===== src/rtl/ex_mem_skid_reg.sv =====
// ex_mem_skid_reg: EX->MEM pipeline register built as a two-entry skid buffer.
// Main register M drives every Out* port. Skid register S catches the one
// bundle that EX may still send in the same cycle MEM stalls.
// InReady and OutValid come straight from flops, so OutReady has no
// combinational path back to EX.
// Optional feature: define OVF_TRAP_EN to raise OvfTrap when a valid
// RegWrite bundle overflowed. The RegWrite bit is then suppressed on OutCtrl.
module ex_mem_skid_reg #(
    parameter int DATA_W     = 16,
    parameter int REG_ADDR_W = 3
) (
    input  logic                  Clock,
    input  logic                  ResetN,
    input  logic                  Flush,
    input  logic                  InValid,
    output logic                  InReady,
    input  logic [DATA_W-1:0]     InResult,
    input  logic                  InZero,
    input  logic                  InOverflow,
    input  logic                  InCarryOut,
    input  logic [DATA_W-1:0]     InWriteData,
    input  logic [REG_ADDR_W-1:0] InRd,
    input  logic [4:0]            InCtrl,
    output logic                  OutValid,
    input  logic                  OutReady,
    output logic [DATA_W-1:0]     OutResult,
    output logic                  OutZero,
    output logic                  OutOverflow,
    output logic                  OutCarryOut,
    output logic [DATA_W-1:0]     OutWriteData,
    output logic [REG_ADDR_W-1:0] OutRd,
    output logic [4:0]            OutCtrl,
    output logic                  OvfTrap
);

    // Everything that travels from EX to MEM together. Ctrl is
    // {RegWrite, MemToReg, MemRead, MemWrite, Branch}.
    typedef struct packed {
        logic [DATA_W-1:0]     result;
        logic                  zero;
        logic                  overflow;
        logic                  carry_out;
        logic [DATA_W-1:0]     write_data;
        logic [REG_ADDR_W-1:0] rd;
        logic [4:0]            ctrl;
    } bundle_t;

    // Occupancy: EMPTY, ONE (only M holds data), TWO (M and S both hold data).
    typedef enum logic [1:0] {
        EMPTY = 2'd0,
        ONE   = 2'd1,
        TWO   = 2'd2
    } state_t;

    state_t  state_q, state_d;
    bundle_t m_q, m_d;
    bundle_t s_q, s_d;
    logic    in_ready_q, in_ready_d;
    logic    out_valid_q, out_valid_d;

    bundle_t in_bundle;
    logic    in_xfer;
    logic    out_xfer;
    logic    ovf_trap;

    assign in_bundle = '{
        result:     InResult,
        zero:       InZero,
        overflow:   InOverflow,
        carry_out:  InCarryOut,
        write_data: InWriteData,
        rd:         InRd,
        ctrl:       InCtrl
    };

    // A handshake only completes against the registered ready/valid flops.
    assign in_xfer  = InValid && in_ready_q;
    assign out_xfer = out_valid_q && OutReady;

    // Next occupancy state. Flush overrides any transfer in the same cycle.
    always_comb begin
        state_d = state_q;
        if (Flush) begin
            state_d = EMPTY;
        end else begin
            case (state_q)
                EMPTY: begin
                    if (in_xfer) begin
                        state_d = ONE;
                    end
                end
                ONE: begin
                    if (in_xfer && !out_xfer) begin
                        state_d = TWO;
                    end else if (!in_xfer && out_xfer) begin
                        state_d = EMPTY;
                    end
                end
                TWO: begin
                    if (out_xfer) begin
                        state_d = ONE;
                    end
                end
                default: begin
                    state_d = EMPTY;
                end
            endcase
        end
    end

    // Main register: gets a new bundle, gets promoted skid data, or holds.
    // On flush its ctrl is cleared so a stale write cannot leak into MEM.
    always_comb begin
        m_d = m_q;
        if (Flush) begin
            m_d.ctrl = 5'b00000;
        end else begin
            case (state_q)
                EMPTY: begin
                    if (in_xfer) begin
                        m_d = in_bundle;
                    end
                end
                ONE: begin
                    if (in_xfer && out_xfer) begin
                        m_d = in_bundle;
                    end
                end
                TWO: begin
                    if (out_xfer) begin
                        m_d = s_q;
                    end
                end
                default: begin
                    m_d = m_q;
                end
            endcase
        end
    end

    // Skid register: catches the bundle that arrives while M is stalled.
    always_comb begin
        s_d = s_q;
        if (Flush) begin
            s_d.ctrl = 5'b00000;
        end else if (state_q == ONE && in_xfer && !out_xfer) begin
            s_d = in_bundle;
        end
    end

    // Handshake outputs are decoded from the next state and then registered.
    always_comb begin
        in_ready_d  = (state_d != TWO);
        out_valid_d = (state_d != EMPTY);
    end

    // State and data registers with asynchronous active-low reset.
    always_ff @(posedge Clock or negedge ResetN) begin
        if (!ResetN) begin
            state_q     <= EMPTY;
            m_q         <= '0;
            s_q         <= '0;
            in_ready_q  <= 1'b1;
            out_valid_q <= 1'b0;
        end else begin
            state_q     <= state_d;
            m_q         <= m_d;
            s_q         <= s_d;
            in_ready_q  <= in_ready_d;
            out_valid_q <= out_valid_d;
        end
    end

`ifdef OVF_TRAP_EN
    assign ovf_trap = out_valid_q && m_q.overflow && m_q.ctrl[4];
    assign OutCtrl  = {m_q.ctrl[4] & ~ovf_trap, m_q.ctrl[3:0]};
`else
    assign ovf_trap = 1'b0;
    assign OutCtrl  = m_q.ctrl;
`endif

    assign OvfTrap      = ovf_trap;
    assign InReady      = in_ready_q;
    assign OutValid     = out_valid_q;
    assign OutResult    = m_q.result;
    assign OutZero      = m_q.zero;
    assign OutOverflow  = m_q.overflow;
    assign OutCarryOut  = m_q.carry_out;
    assign OutWriteData = m_q.write_data;
    assign OutRd        = m_q.rd;

endmodule

===== config.mk =====
export PLATFORM = sky130hd
export DESIGN_NAME = ex_mem_skid_reg
export DESIGN_NICKNAME = d
export VERILOG_FILES = /design/src/rtl/ex_mem_skid_reg.sv
export SDC_FILE = /design/constraint.sdc
export NUM_CORES = 1
export LEC_CHECK = 0
export ABC_AREA = 1
export CORE_UTILIZATION = 54
export CTS_CLUSTER_DIAMETER = 200
export CTS_CLUSTER_SIZE = 20
export DETAILED_ROUTE_END_ITERATION = 6
export PLACE_DENSITY = 0.83
export SYNTH_ARGS = -nofsm -noshare
export SYNTH_HDL_FRONTEND = slang
export SYNTH_SLANG_ARGS = --single-unit

===== constraint.sdc =====
create_clock -name Clock -period 3.92 [get_ports Clock]
set_clock_uncertainty 0.1 [all_clocks]
set_input_delay 1.176 -clock Clock [delete_from_list [all_inputs] [get_ports Clock]]
set_output_delay 1.176 -clock Clock [all_outputs]
set_load 0.02 [all_outputs]

==> reports/metrics.csv <==
stage;metric;value;unit
worst_setup_path;rr_startpoint;state_q[0];
routing;drt_wl_total;9480;µm
floorplanning;dieArea;8110;µm²
final_layout;final_cell_mix;181 x nand2_1, 91 x clkdlybuf4s50_1, 89 x dfrtp_1;
sta;whs;0.374;ns
sta;finalHoldViolCount;0;
floorplanning;coreArea;7370;µm²
logic_synthesis;syn-cell-area;4190;µm²
placed_design;io_buffers;92;
cts;cts-root-buf;clkbuf_8;
global_route;overflow;0;
power;total_power;3.07;mW
logic_synthesis;ys_seq_elements;90;
sta;finalCriticalPeriod;2.80;ns
cts;cts-resized-gates;0;
logic_synthesis;ys_warn_count;0;
final_layout;diodes;0;
hold_path;hold_path_depth;2;
global_route;grt_pass1_wl;16000;µm
worst_setup_path;path_max_fanout;3;
global_route;grt_start_max_net_pins;91;
status;status;finished clean;
final_layout;syn_to_final_growth;27.6;%
worst_setup_path;cp-start-kind;register;
cts;insertion_delay;0.36;ns
sta;maxSlewViolCount;0;
sta;fmax;357;MHz
worst_setup_path;path_buf_inv;1;
logic_synthesis;yosysSeqAreaShare;0.538;
floorplanning;fp.dieW;90.1;µm
logic_synthesis;synthesis.nets;571;
floorplanning;placementRows;31;
worst_setup_path;slowest_stage;clkdlybuf4s50_1;
final_layout;nets;647;
power;ir_drop;0.355;mV
worst_setup_path;path_cells;clkdlybuf4s50_1;
worst_setup_path;slowest_delay;0.62;ns
cts;postCtsSetupBuffers;0;
placed_design;hpwl;6320;µm
worst_setup_path;rrSetupSlack;1.58;ns
worst_setup_path;r2r_end;OutResult[13];
final_layout;drive_gt1_frac;0.0534;
sta;final.setup.tns;0;ns
sta;rsz0062_at_grt;false;
power;p_leak;2.60;nW
worst_setup_path;path_class;reg -> out;
routing;antenna_left;0;
worst_setup_path;cp.arrival;1.52;ns
sta;slew_headroom;0.258;
sta;worst_pin_slew;1.11;ns
cts;numCtsBuffers;9;
hold_path;hold_path_end;OutWriteData[2];
cts;cts_buffer_depth;2;
logic_synthesis;syn_inst;519;
placed_design;gp_congestion;0.809;
hold_path;min-delay-start;OutWriteData[2];
job;drv_cap;0;
final_layout;final_common_cell;nand2_1;
power;cellPowerDensity;575;nW/µm²
sta;period_share;0.714;
global_route;track_usage;0.245;
sta;finalSetupViolations;0;
hold_path;hold_class;reg -> reg;
routing;drcViolationCount;0;
floorplanning;pin_count;94;
cts;ctsHoldBuffers;0;
cts;cts_tree;yes;
global_route;grt_pass1_vias;3543;
logic_synthesis;synthDistinctLibCells;20;
floorplanning;initial_core_util;0.568;
cts;numClockSinks;90;
global_route;antenna_found_initial;0;
logic_synthesis;syn_avg_cell_area;8.07;µm²
routing;drtPass1Iterations;6;
routing;vias_per_cell;5.35;
floorplanning;die_h;90.1;µm
cts;clk_pin_slew_worst_paths;0.08;ns
routing;num_vias;3733;
cts;cts_htree_levels;3;
worst_setup_path;worst_setup_path_end_kind;output pin;
worst_setup_path;r2r_cells;9;
routing;first_iter_violations;300;
worst_setup_path;critPathRequiredTime;2.64;ns
worst_setup_path;critPathTopFamily;buffers and inverters;
routing;wl_per_cell;13.6;µm
final_layout;nFillCells;576;
-- cell type report --
type | instances | area [µm²] | share of cell area
inverter | 55 | 206 | 0.0386
clock inverter | 5 | 80.1 | 0.0150
timing repair buffer | 100 | 978 | 0.183
multi-input combinational | 339 | 1580 | 0.295
clock buffer | 10 | 128 | 0.0239
tap | 99 | 124 | 0.0232
sequential | 90 | 2250 | 0.422
-- flip-flops by register name, indices dropped and copies added, names as in the netlist --
name and cells:
OutResult 16, InReady 1, OutWriteData 16, s_q 43, OutCarryOut 1, OutCtrl 5
OutRd 3, OutValid 1, state_q 2, OutZero 1, OutOverflow 1
-- metal layers --
metal / track usage / share of wire / routed length (µm) / vias up
met5: 0 / 0 / 0 / -
met4: 0.0806 / 0.014 / 131 / 0
met1: 0.324 / 0.43 / 4080 / 1733
met2: 0.412 / 0.48 / 4590 / 172
li1: - / - / - / 1817
met3: 0.0398 / 0.071 / 676 / 11
-- report_power, final --
group / internal (mW) / switching [mW] / total [mW]
clock: 0.355 / 0.313 / 0.668
sequential: 1.24 / 0.180 / 1.42
combinational: 0.441 / 0.546 / 0.987
-- synth_stat cells --
library cell    n  area share
o22ai_1         5      0.0075
nand3b_1        1      0.0018
clkbuf_1       18       0.016
nand2_1       181        0.16
a21oi_1         1      0.0012
nor2_1          8      0.0072
dfstp_2         1      0.0063
nand2_2         2      0.0030
buf_6           2      0.0054
dfrtp_1        89        0.53
inv_1          53       0.048
o21ai_4         1      0.0039
nand4_1        39       0.058
conb_1          1     0.00090
inv_2           2      0.0018
o21ai_0        82       0.098
buf_2          14       0.017
nand3_1        14       0.017
ha_1            4       0.012
buf_4           1      0.0018
-- worst min-delay path, cell delays in order (launching register included) --
cell and delay, ns:
dfrtp_1 0.35, nand2_1 0.05, nand2_1 0.04
-- logic make-up after synthesis --
kind of cell    share of synthesized area
simple gates                        0.249
buf+inv                            0.0893
flops                               0.538
compound gates                      0.111
fa+ha+maj                          0.0120
other cells                      0.000895
-- how the worst max path moves through the flow --
stage | from | to | slack [ns] | cells after the start
2_1_floorplan | InValid | OutCarryOut | 1.71 | 7
3_3_place_gp | Flush | InReady | 0.91 | 6
3_5_place_dp | Flush | s_q[19] | 0.85 | 5
4_1_cts | InReady | InReady | 1.10 | 1
5_1_grt | Flush | s_q[16] | 1.04 | 5
6_report | InReady | InReady | 1.12 | 1
-- through the flow --
step / instance area [µm²] / instances / utilization / setup slack [ns]
2_1_floorplan: 4190 / 519 / - / 1.71
4_1_cts: 5350 / 698 / 0.725 / 1.10
6_report: 5350 / 698 / 0.725 / 1.12
5_1_grt: 5350 / 698 / 0.725 / 1.04
3_3_place_gp: 5140 / 683 / 0.697 / 0.913
3_5_place_dp: 5140 / 683 / 0.697 / 0.854
Note: power is estimated with default switching activity, not from simulation.
==> variant 1 (same flow settings) <==
Put a register stage on the outputs `OutOverflow` and `OvfTrap`, with the module's reset. The values now appear one clock later. The other outputs are not delayed to match.
--- a/src/rtl/ex_mem_skid_reg.sv
+++ b/src/rtl/ex_mem_skid_reg.sv
@@ -179,12 +179,19 @@
     assign OutCtrl  = m_q.ctrl;
 `endif
 
-    assign OvfTrap      = ovf_trap;
+    always_ff @(posedge Clock or negedge ResetN) begin
+        if (!ResetN) begin
+            OutOverflow <= '0;
+            OvfTrap     <= '0;
+        end else begin
+            OutOverflow <= m_q.overflow;
+            OvfTrap     <= ovf_trap;
+        end
+    end
     assign InReady      = in_ready_q;
     assign OutValid     = out_valid_q;
     assign OutResult    = m_q.result;
     assign OutZero      = m_q.zero;
-    assign OutOverflow  = m_q.overflow;
     assign OutCarryOut  = m_q.carry_out;
     assign OutWriteData = m_q.write_data;
     assign OutRd        = m_q.rd;
Behaviour: not the same (Yosys sat finds a counterexample within 4 cycles, from zero or initial values and one cycle with ResetN low).
==> variant 1 against the original RTL <==
Setup slack worse by 0.24 ns; total power is 7.7% higher; sequential cell count is 1 higher; synthesized area is 7.1% higher; register-to-register slack worse by 0.36 ns; wire length is 0.22% lower; sequential share of layout area is 0.80 points higher; design area is 0.77% lower.
==> variant 1: results (changes against the original RTL) <==
[worst_hold_path]
hold_path_class = flip-flop to flip-flop  ; unchanged

[sta]
slew_headroom_pct = 25.40  ; was 25.80%
hold_viol = 0  ; unchanged

[worst_setup_path]
worstPathMaxFanout = 75  ; was 3
cp.arrival_ns = 3.22  ; was 1.52 ns

[drt]
via_per_inst = 5.029  ; was 5.348
drtIter0Drc = 190  ; was 300
wl_per_cell_um = 13.12  ; was 13.58 um

[placed_design]
placed_area_um2 = 5099  ; was 5137 um^2
io_buffers = 92  ; unchanged
hpwlAfterDp_um = 5830  ; was 6317 um
finalWeightedCongestion = 0.7669  ; was 0.8092

[finish]
largest_register_ffs = 43  ; unchanged
fillCellCount = 675  ; was 576
num_antenna_cells = 0  ; unchanged
drive_gt1_share_pct = 4.523  ; was 5.342%
nNetsFinal = 662  ; was 647

[power]
ir_worst_vdd_uv = 268.5  ; was 354.9 uV
p_leak_nw = 2.821  ; was 2.601 nW

[synthesis]
syn_nets = 628  ; was 571
synth_common_cells = nand2_1 (257), dfrtp_1 (90), nand3_1 (57), inv_1 (47), buf_4 (46)  ; was nand2_1 (181), dfrtp_1 (89), o21ai_0 (82), inv_1 (53), nand4_1 (39)
synth_top_area_share_pct = 50.20  ; was 53.18%
ys_seq_area_share_pct = 50.78  ; was 53.81%
yosysUniqueCellTypes = 20  ; unchanged
synth-main-ff-cell = dfrtp_1  ; unchanged
synthTopCellsByArea = dfrtp_1 (50%), nand2_1 (22%), buf_4 (7.7%)  ; was dfrtp_1 (53%), nand2_1 (16%), o21ai_0 (9.8%)

[grt]
grt_start_max_net_pins = 92  ; was 91
grt_pass1_vias = 3413  ; was 3543
track_usage_pct = 23.43  ; was 24.49%
grt_pass1_wl_um = 15820  ; was 16050 um

[run_status]
status = finished, final reports clean  ; unchanged

[clock_network]
cts_root_buffer = clkbuf_8  ; unchanged
post_cts_buffers = 0  ; unchanged
clock-sinks = 91  ; was 90
clkTransAtPathRegs_ns = 0.09

[variant 1: cell type report]
cell class / count / share of cell area (%)
Tap cell: 102 / 2.406
Sequential cell: 91 / 42.96
Clock buffer: 13 / 2.996
Inverter: 48 / 3.397
Multi-Input combinational cell: 369 / 29.63
Clock inverter: 3 / 0.8728
Timing Repair Buffer: 95 / 17.74
[variant 1: critical path, stage by stage]
cell and delay, ns:
clkdlybuf4s50_1 0.49, nand2_1 0.09, nor2_1 0.23, nand3_4 0.65, buf_4 0.43, o21ai_1 0.15
[variant 1: final timing paths]
check | slack [ns] | cells past startpoint | start | end
setup / recovery | 0.89 | 6 | InValid | s_q[3]$_DFFE_PN0P_
hold / removal | 0.28 | 0 | m_q[25]$_DFFE_PN0P_ | OutOverflow$_DFF_PN0_
max in group asynchronous | 2.08 | 1 | ResetN | s_q[14]$_DFFE_PN0P_
setup reg to reg | 1.22 | 6 | state_q[0]$_DFF_PN0_ | OutWriteData[0]$_DFFE_PN0P_
hold reg to reg | 0.28 | 0 | m_q[25]$_DFFE_PN0P_ | OutOverflow$_DFF_PN0_
min in group asynchronous | 0.91 | 1 | ResetN | OutCarryOut$_DFFE_PN0P_
[variant 1: cells by family (layout without fill, tap and decap cells)]
logic type	Yosys count	in the layout	share of synthesized area, %
other	1	1	0.08358
buffers and inverters	120	159	14.47
flip-flops	91	91	50.78
AO/OA/AOI/OAI	45	45	5.019
AND/OR/NAND/NOR	323	323	29.64
[variant 1: routing by layer]
metal  routed length, um  GRT usage (%)  share of wire [%]  up-vias
li1                    -              -                  -     1817
met2                4768          39.95                 50      119
met4                 169          9.231                1.8        0
met1                4084          29.77                 43     1674
met3                 433          3.902                4.6       16
met5                   0              0                  0        -
[variant 1: stage by stage]
stage	utilization, %	setup slack [ns]	hold slack [ns]	instances	total power, mW
floorplan	-	1.878	0.2540	580	2.363
global placement	64.64	0.5522	0.2682	705	2.625
detailed placement	64.64	0.5076	0.2730	705	2.679
CTS	67.24	0.8554	0.2808	721	3.333
global route	67.24	0.7242	0.2902	721	3.522
finish	67.24	0.8859	0.2831	721	3.310
[variant 1: where the power goes]
part,internal (mW),total (mW),switching (mW)
clock,0.332,0.652,0.321
sequential,1.29,1.50,0.205
combinational,0.524,1.16,0.635
==> variant 2 (config.mk and constraints unchanged) <==
Made on the original files. `DATA_W`: 16 -> 32.
--- a/src/rtl/ex_mem_skid_reg.sv
+++ b/src/rtl/ex_mem_skid_reg.sv
@@ -6,7 +6,7 @@
 // Optional feature: define OVF_TRAP_EN to raise OvfTrap when a valid
 // RegWrite bundle overflowed. The RegWrite bit is then suppressed on OutCtrl.
 module ex_mem_skid_reg #(
-    parameter int DATA_W     = 16,
+    parameter int DATA_W     = 32,
     parameter int REG_ADDR_W = 3
 ) (
     input  logic                  Clock,
Ports: changed (resized InResult, InWriteData, OutResult and OutWriteData); port bits go from 94 to 158. No check against the original RTL was run, so the function may have changed too.
==> variant 2 against the original RTL <==
Hold slack worse by 0.0069 ns; wire length increased by 75%; sequential cell count rose by 64; largest cell class unchanged; total power grew 92%; synthesized area is 71% higher; synthesized cell count up 67%; register-to-register slack lost 0.09 ns; setup slack lost 0.048 ns; design area is 74% higher.
==> variant 2: results (changes against the original RTL) <==
[worst_setup_path]
rr_worst_depth = 8  ; was 9
max_stage_delay_ns = 0.60  ; was 0.62 ns
cp.arrival_ns = 1.57  ; was 1.52 ns

[finish]
drive_gt1_share_pct = 5.195  ; was 5.342%
largest_register_ffs = 75  ; was 43
syn2layout_area_growth_pct = 29.86  ; was 27.64%

[grt]
grt_start_max_net_pins = 86  ; was 91
track_usage_pct = 25.51  ; was 24.49%
grt_pass1_vias = 5719  ; was 3543
grt_use_met3_pct = 5.201  ; was 3.976%
use_met1_pct = 34.27  ; was 32.43%

[power]
p_leak_nw = 4.509  ; was 2.601 nW
ir_worst_vdd_uv = 338.3  ; was 354.9 uV

[synthesis]
ys_seq_area_share_pct = 53.70  ; was 53.81%
syn_nets = 951  ; was 571
yosysUniqueCellTypes = 23  ; was 20
synthTopCellsByArea = dfrtp_1 (53%), nand2_1 (16%), o21ai_0 (9.5%)  ; was dfrtp_1 (53%), nand2_1 (16%), o21ai_0 (9.8%)

[drt]
wl_met2_um = 7972  ; was 4590 um
wl_per_cell_um = 14.13  ; was 13.58 um
drt-met1-wl_um = 7181  ; was 4078 um
via_per_inst = 5.336  ; was 5.348

[clock_network]
numCtsBuffers = 17  ; was 9
worstSkewPairLatency_ns = 0.42  ; was 0.36 ns
cts_root_buffer = clkbuf_16  ; was clkbuf_8

[run_status]
status = finished, final reports clean  ; unchanged

[worst_hold_path]
hold_end = OutResult[12]$_DFFE_PN0P_  ; was OutWriteData[2]$_DFFE_PN0P_
hold_start = OutResult[12]$_DFFE_PN0P_  ; was OutWriteData[2]$_DFFE_PN0P_

[sta]
max_freq_mhz = 351.4  ; was 357.5 MHz

## variant 2: cell types whose count changed after synthesis, sizes merged
cell | before | now
buf | 17 | 46
clkbuf | 18 | 17
dfrtp | 89 | 153
inv | 55 | 87
nand2 | 183 | 311
nand4 | 39 | 71
o21ai | 83 | 147
## variant 2: logic make-up (layout without fill, tap and decap cells)
kind of cell,Yosys count,in the layout,share of synthesized area (%)
simple gates,405,405,24.47
flops,154,154,53.70
compound gates,153,153,10.91
buf+inv,150,284,10.16
fa+ha+maj,4,4,0.6973
other cells,1,1,0.05224
## variant 2: cell type report
type / instances / area share (%)
repair buffers: 166 / 18.24
multi-input cells: 563 / 28.04
well taps: 172 / 2.309
inverters: 87 / 3.503
clock buffers: 23 / 5.020
clock inverters: 8 / 1.530
flip-flops and latches: 154 / 41.36
## variant 2: where the power goes
| group | switching, mW | internal (mW) |
|---|---|---|
| logic | 0.967 | 0.778 |
| registers | 0.315 | 2.15 |
| clock network | 0.609 | 1.09 |
